**config.mk**
```make
export PLATFORM = sky130hd
export DESIGN_NAME = mem_access_stage
export DESIGN_NICKNAME = d
export VERILOG_FILES = /design/src/rtl/mem_access_stage.sv
export SDC_FILE = /design/constraint.sdc
export NUM_CORES = 1
export LEC_CHECK = 0
export ABC_CLOCK_PERIOD_IN_PS = 4700
export CAP_MARGIN = 5
export CORE_AREA = 10 10 96 90
export CTS_CLUSTER_DIAMETER = 80
export CTS_CLUSTER_SIZE = 10
export DETAILED_ROUTE_END_ITERATION = 12
export DIE_AREA = 0 0 106 100
export PLACE_DENSITY = 0.95
export SETUP_SLACK_MARGIN = 0.5
export SLEW_MARGIN = 10
export SYNTH_ARGS = -nofsm -noshare
export SYNTH_HDL_FRONTEND = slang
export SYNTH_SLANG_ARGS = --single-unit
```
**constraint.sdc**
```tcl
create_clock -name clk -period 4.7 [get_ports clk]
set_input_delay 1.175 -clock clk [delete_from_list [all_inputs] [get_ports clk]]
set_output_delay 1.175 -clock clk [all_outputs]
set_load 0.01 [all_outputs]
```
**src/rtl/mem_access_stage.sv**
```systemverilog
// MEM stage of the pipeline: issues loads/stores over a req/ready handshake,
// aligns load data, builds store strobes, and stalls upstream while memory is slow.
module mem_access_stage #(
    parameter int XLEN    = 32,
    parameter int TIMEOUT = 16
) (
    input  logic            clk,
    input  logic            rst,
    input  logic [XLEN-1:0] MEM_alu_result,
    input  logic [XLEN-1:0] MEM_store_data,
    input  logic [4:0]      MEM_rd,
    input  logic            MEM_we,
    input  logic            MEM_mem_read,
    input  logic            MEM_mem_write,
    input  logic [2:0]      MEM_funct3,
    output logic            dmem_req,
    output logic            dmem_we,
    output logic [XLEN-1:0] dmem_addr,
    output logic [XLEN-1:0] dmem_wdata,
    output logic [3:0]      dmem_wstrb,
    input  logic            dmem_ready,
    input  logic [XLEN-1:0] dmem_rdata,
    output logic [XLEN-1:0] Mem_data_mem,
    output logic [4:0]      MEM_wb_rd,
    output logic            MEM_wb_we,
    output logic            mem_stall,
    output logic            mem_fault
);

    // A zero TIMEOUT still needs a one-bit counter so the declarations stay legal.
    localparam int CNT_W = (TIMEOUT > 0) ? $clog2(TIMEOUT + 1) : 1;
    localparam logic [CNT_W-1:0] CNT_LAST = CNT_W'((TIMEOUT > 0) ? TIMEOUT - 1 : 0);

    typedef enum logic {IDLE, WAIT} state_t;

    state_t           state_q, state_d;
    logic [CNT_W-1:0] cnt_q, cnt_d;

    logic       op, is_load, is_store, illegal, misaligned, bad;
    logic [1:0] lane;

    // Pick the addressed byte/half out of the returned word and extend it.
    function automatic logic [31:0] load_format(input logic [31:0] w,
                                                input logic [1:0]  ln,
                                                input logic [2:0]  f3);
        logic        [15:0] h;
        logic        [7:0]  b;
        logic signed [31:0] r;
        h = ln[1] ? w[31:16] : w[15:0];
        b = ln[0] ? h[15:8]  : h[7:0];
        case (f3)
            3'b000:  r = 32'(signed'(b));
            3'b001:  r = 32'(signed'(h));
            3'b100:  r = {24'b0, b};
            3'b101:  r = {16'b0, h};
            default: r = w;
        endcase
        return r;
    endfunction

    // Replicate store data into every lane it may land in.
    function automatic logic [31:0] store_data(input logic [31:0] d, input logic [1:0] sz);
        case (sz)
            2'b00:   return {4{d[7:0]}};
            2'b01:   return {2{d[15:0]}};
            default: return d;
        endcase
    endfunction

    // Byte strobes for a store of the given size at the given lane.
    function automatic logic [3:0] store_strb(input logic [1:0] ln, input logic [1:0] sz);
        case (sz)
            2'b00:   return 4'b0001 << ln;
            2'b01:   return 4'b0011 << {ln[1], 1'b0};
            default: return 4'b1111;
        endcase
    endfunction

    // Decode the access and flag illegal or misaligned memory ops.
    always_comb begin
        op       = MEM_mem_read | MEM_mem_write;
        is_store = MEM_mem_write;
        is_load  = MEM_mem_read & ~MEM_mem_write;
        lane     = MEM_alu_result[1:0];
        if (is_store)
            illegal = MEM_funct3[2] | (MEM_funct3[1:0] == 2'b11);
        else
            illegal = (MEM_funct3 == 3'b011) | (MEM_funct3[2:1] == 2'b11);
        case (MEM_funct3[1:0])
            2'b01:   misaligned = lane[0];
            2'b10:   misaligned = (lane != 2'b00);
            default: misaligned = 1'b0;
        endcase
        bad = op & (illegal | misaligned);
    end

    // Handshake FSM next-state, stall/fault generation and writeback gating.
    always_comb begin
        state_d   = state_q;
        cnt_d     = cnt_q;
        dmem_req  = 1'b0;
        mem_stall = 1'b0;
        mem_fault = 1'b0;
        case (state_q)
            IDLE: begin
                if (bad) begin
                    mem_fault = 1'b1;
                end else if (op) begin
                    dmem_req = 1'b1;
                    if (!dmem_ready) begin
                        mem_stall = 1'b1;
                        state_d   = WAIT;
                        cnt_d     = '0;
                    end
                end
            end
            WAIT: begin
                dmem_req = 1'b1;
                if (dmem_ready) begin
                    state_d = IDLE;
                    cnt_d   = '0;
                end else if ((TIMEOUT != 0) && (cnt_q == CNT_LAST)) begin
                    // Memory never answered: drop the instruction and report it.
                    mem_fault = 1'b1;
                    state_d   = IDLE;
                    cnt_d     = '0;
                end else begin
                    mem_stall = 1'b1;
                    cnt_d     = cnt_q + 1'b1;
                end
            end
            default: state_d = IDLE;
        endcase
        if (rst) begin
            dmem_req  = 1'b0;
            mem_stall = 1'b0;
            mem_fault = 1'b0;
        end
        MEM_wb_we = MEM_we & ~rst & ~mem_stall & ~mem_fault;
    end

    // Memory-facing datapath and writeback data selection.
    always_comb begin
        dmem_we      = MEM_mem_write;
        dmem_addr    = {MEM_alu_result[XLEN-1:2], 2'b00};
        dmem_wdata   = store_data(MEM_store_data, MEM_funct3[1:0]);
        dmem_wstrb   = is_store ? store_strb(lane, MEM_funct3[1:0]) : 4'b0000;
        MEM_wb_rd    = MEM_rd;
        Mem_data_mem = is_load ? load_format(dmem_rdata, lane, MEM_funct3) : MEM_alu_result;
    end

    // FSM state and timeout counter.
    always_ff @(posedge clk or posedge rst) begin
        if (rst) begin
            state_q <= IDLE;
            cnt_q   <= '0;
        end else begin
            state_q <= state_d;
            cnt_q   <= cnt_d;
        end
    end

endmodule
```
==> key figures <==
Logic synthesis
  • Post-synth ARST share: 1.00
  • Yosys top cell area share: 0.172
  • EDFF count, synth: 0
  • Flops & latches, synth: 6
  • Synth area leaders: buf_4 17%, mux2_2 8.4%, nand2_1 7.7%, dfrtp_1 7.5%, nor2_1 7.5%
  • Share of the yosys chip area belonging to registers: 0.0748
  • Synth area leader: buf_4
  • Post-synth cell types: 44
  • Post-Syn Area: 2010 sq um
  • Post-synth top flop: dfrtp_1
  • Cells after Synth: 302
  • Post-Synthesis Mean Instance Area: 6.65 sq um
  • Yosys warning count: 0

STA
  • RSZ-0062 raised after global routing: false
  • Slew at the pin with the worst max-slew slack: 0.511 ns
  • Max-slew violations: 0
  • Worst Clk Skew: 0.00326 ns
  • Final Hold Viols: 0
  • Relative slew slack: 0.656
  • Final setup violation count: 0
  • Hold WS: 0.508 ns
  • Final period util: 0.864
  • Achievable Freq: 246 MHz
  • Min cycle time layout: 4.06 ns

Worst setup path
  • Largest fanout on the critical path: 3
  • Crit path DAT: 2.89 ns
  • Critical path class: input port to output port
  • CP top delay family: buffers and inverters
  • CP startpoint: MEM_alu_result[1]
  • Ordered list of cells on the worst path: dlygate4sd2_1 > mux4_2 > and3b_2 > buf_4 > a211oi_2 > a21oi_1 > clkdlybuf4s15_1
  • R2r startpoint: cnt_q[0]
  • Setup crit end kind: output port
  • Slowest cell delay on critical path: 0.53 ns
  • CP Launch Type: input port
  • Slowest CP cell: mux4_2
  • Worst path bufs/invs: 3
  • CP required: 3.52 ns

Placement
  • Global placer's final weighted congestion: 0.879
  • Dpl cells: 548
  • DP HPWL: 9.32 mm
  • Placed inst area: 3890 sq um
  • Input/output buffers: 207

CTS
  • Worst-skew pair later-pin latency: 0.22 ns
  • Root Buffer: clkbuf_8
  • Hold buffers post-CTS: 0
  • H-tree levels: 1
  • CTS buffer count: 3
  • Clock Sinks: 6
  • CTS tree: built
  • Clock buffer depth: 2
  • Clk slew on worst S/H paths: 0.03 ns

Routing
  • Vias per cell: 5.14
  • Routed WL per cell: 20.4 um
  • Via count: 2884
  • Detailed Routing Iterations Pass 1: 5
  • Drt drc: 0
  • Drt first-iter violations: 214
  • Antenna-violating nets left: 0
  • Total wire length: 11.4 mm

Global routing
  • Largest net degree at the start of global routing: 65
  • Vias in the first global route: 2917
  • First-pass GRT wire length: 17.2 mm
  • Initial antenna violation count: 0
  • Grt total ovfl: 0
  • All-Layer GR Usage: 0.197

Final layout
  • Most common cell after layout, fill and taps aside: clkdlybuf4s50_1
  • Most frequent cells in the layout: 135 x clkdlybuf4s50_1, 40 x nor2_1, 39 x nand2_1, 37 x dlygate4sd2_1
  • Area Growth Syn to Fin: 101%
  • Design Area, Final: 4040 sq um
  • Antenna cells: 0
  • Final Non-Filler Cells: 561
  • NumNets Final: 585
  • Layout Utilization: 0.599
  • Layout cells sized above 1: 0.218

Die
  • Die Ht: 100 um
  • Die area: 10600 sq um
  • Row cnt: 29
  • Die X: 106 um
  • Total I/O pin count: 220
  • Core ar.: 6750 sq um
  • Starting Density: 0.297

Run
  • Max_cap viols: 0

Worst hold path
  • Hold Path Class: register to register
  • HP Start: cnt_q[2]

Run status
  • Status: completed

Power
  • Maximum vdd drop: 0.136 mV
  • PwrDens: 146 nW/um^2
  • P_leak: 1.77 nW
-- where the power goes --
part	leakage (nW)	total [mW]	internal, mW	switching, mW
sequential	0.0812	0.0723	0.0617	0.0106
combinational	1.67	0.439	0.238	0.201
clock	0.0216	0.0774	0.0550	0.0224
-- metal layers --
layer | vias to the layer above | share of wire | routed length [um] | GRT usage
met5 | - | 0 | 0 | 0
met4 | 0 | 0.012 | 142 | 0.0385
met3 | 11 | 0.081 | 926 | 0.0461
met2 | 147 | 0.52 | 5940 | 0.369
met1 | 1356 | 0.39 | 4420 | 0.223
li1 | 1370 | - | - | -
-- Yosys cell counts (2+ instances only) --
library cell / n
dfrtp_1: 6
mux2i_1: 3
clkbuf_1: 17
nand3_1: 2
a22o_1: 8
a21oi_1: 18
buf_4: 46
a31oi_1: 18
o22ai_1: 4
nor2_1: 40
nand2b_1: 4
mux2_2: 15
ha_1: 5
and2_1: 2
o21a_1: 3
a222oi_1: 7
buf_2: 4
buf_6: 2
inv_1: 7
a22oi_1: 8
nand2_1: 41
nor3_1: 2
o21ai_0: 3
a211oi_1: 7
nor3b_1: 8
nor2b_1: 4
-- state kept, by name, indices dropped and copies added (netlist names) --
| signal | cells |
|---|---|
| cnt_q | 5 |
| state_q | 1 |
-- final cells by class --
| class | count | area [sq um] |
|---|---|---|
| well taps | 93 | 116 |
| multi-input cells | 220 | 1550 |
| fillers | 636 | 2710 |
| flip-flops and latches | 6 | 150 |
| clock buffers | 3 | 41.3 |
| inverters | 7 | 26.3 |
| repair buffers | 232 | 2160 |
-- final timing paths --
kind	to	slack, ns	cells past startpoint
worst max register to register	cnt_q[3]	3.12	5
worst max-delay path	Mem_data_mem[13]	0.64	7
worst min-delay path	cnt_q[2]	0.51	1
max in group asynchronous	cnt_q[1]	3.11	2
worst min register to register	cnt_q[2]	0.51	1
min in group asynchronous	cnt_q[3]	1.34	2
-- metrics by stage --
stage,setup slack [ns],TNS [ns],power (mW)
final,0.638,0,0.589
after global routing,0.578,0,0.627
after CTS,0.452,0,0.594
after detailed placement,-0.0994,-0.419,0.520
after global placement,0.00563,0,0.508
after floorplan,0.993,0,0.270
-- kinds of logic after synthesis --
group / share of synthesized area
AOI/OAI and AO/OA: 0.305
adders and majority gates: 0.0312
buffers and inverters: 0.240
DFF: 0.0748
muxes: 0.110
other: 0.00187
and+or+nand+nor: 0.237
-- timing repair --
action | 4_1_cts | 5_1_grt
cloned | 1 | 0
endpoints found under the setup margin | 64 | 48
buffers inserted | 6 | 3
resized for setup | 158 | 36
pin swaps | 6 | 7
No activity file was read; power rests on OpenSTA's default activity.
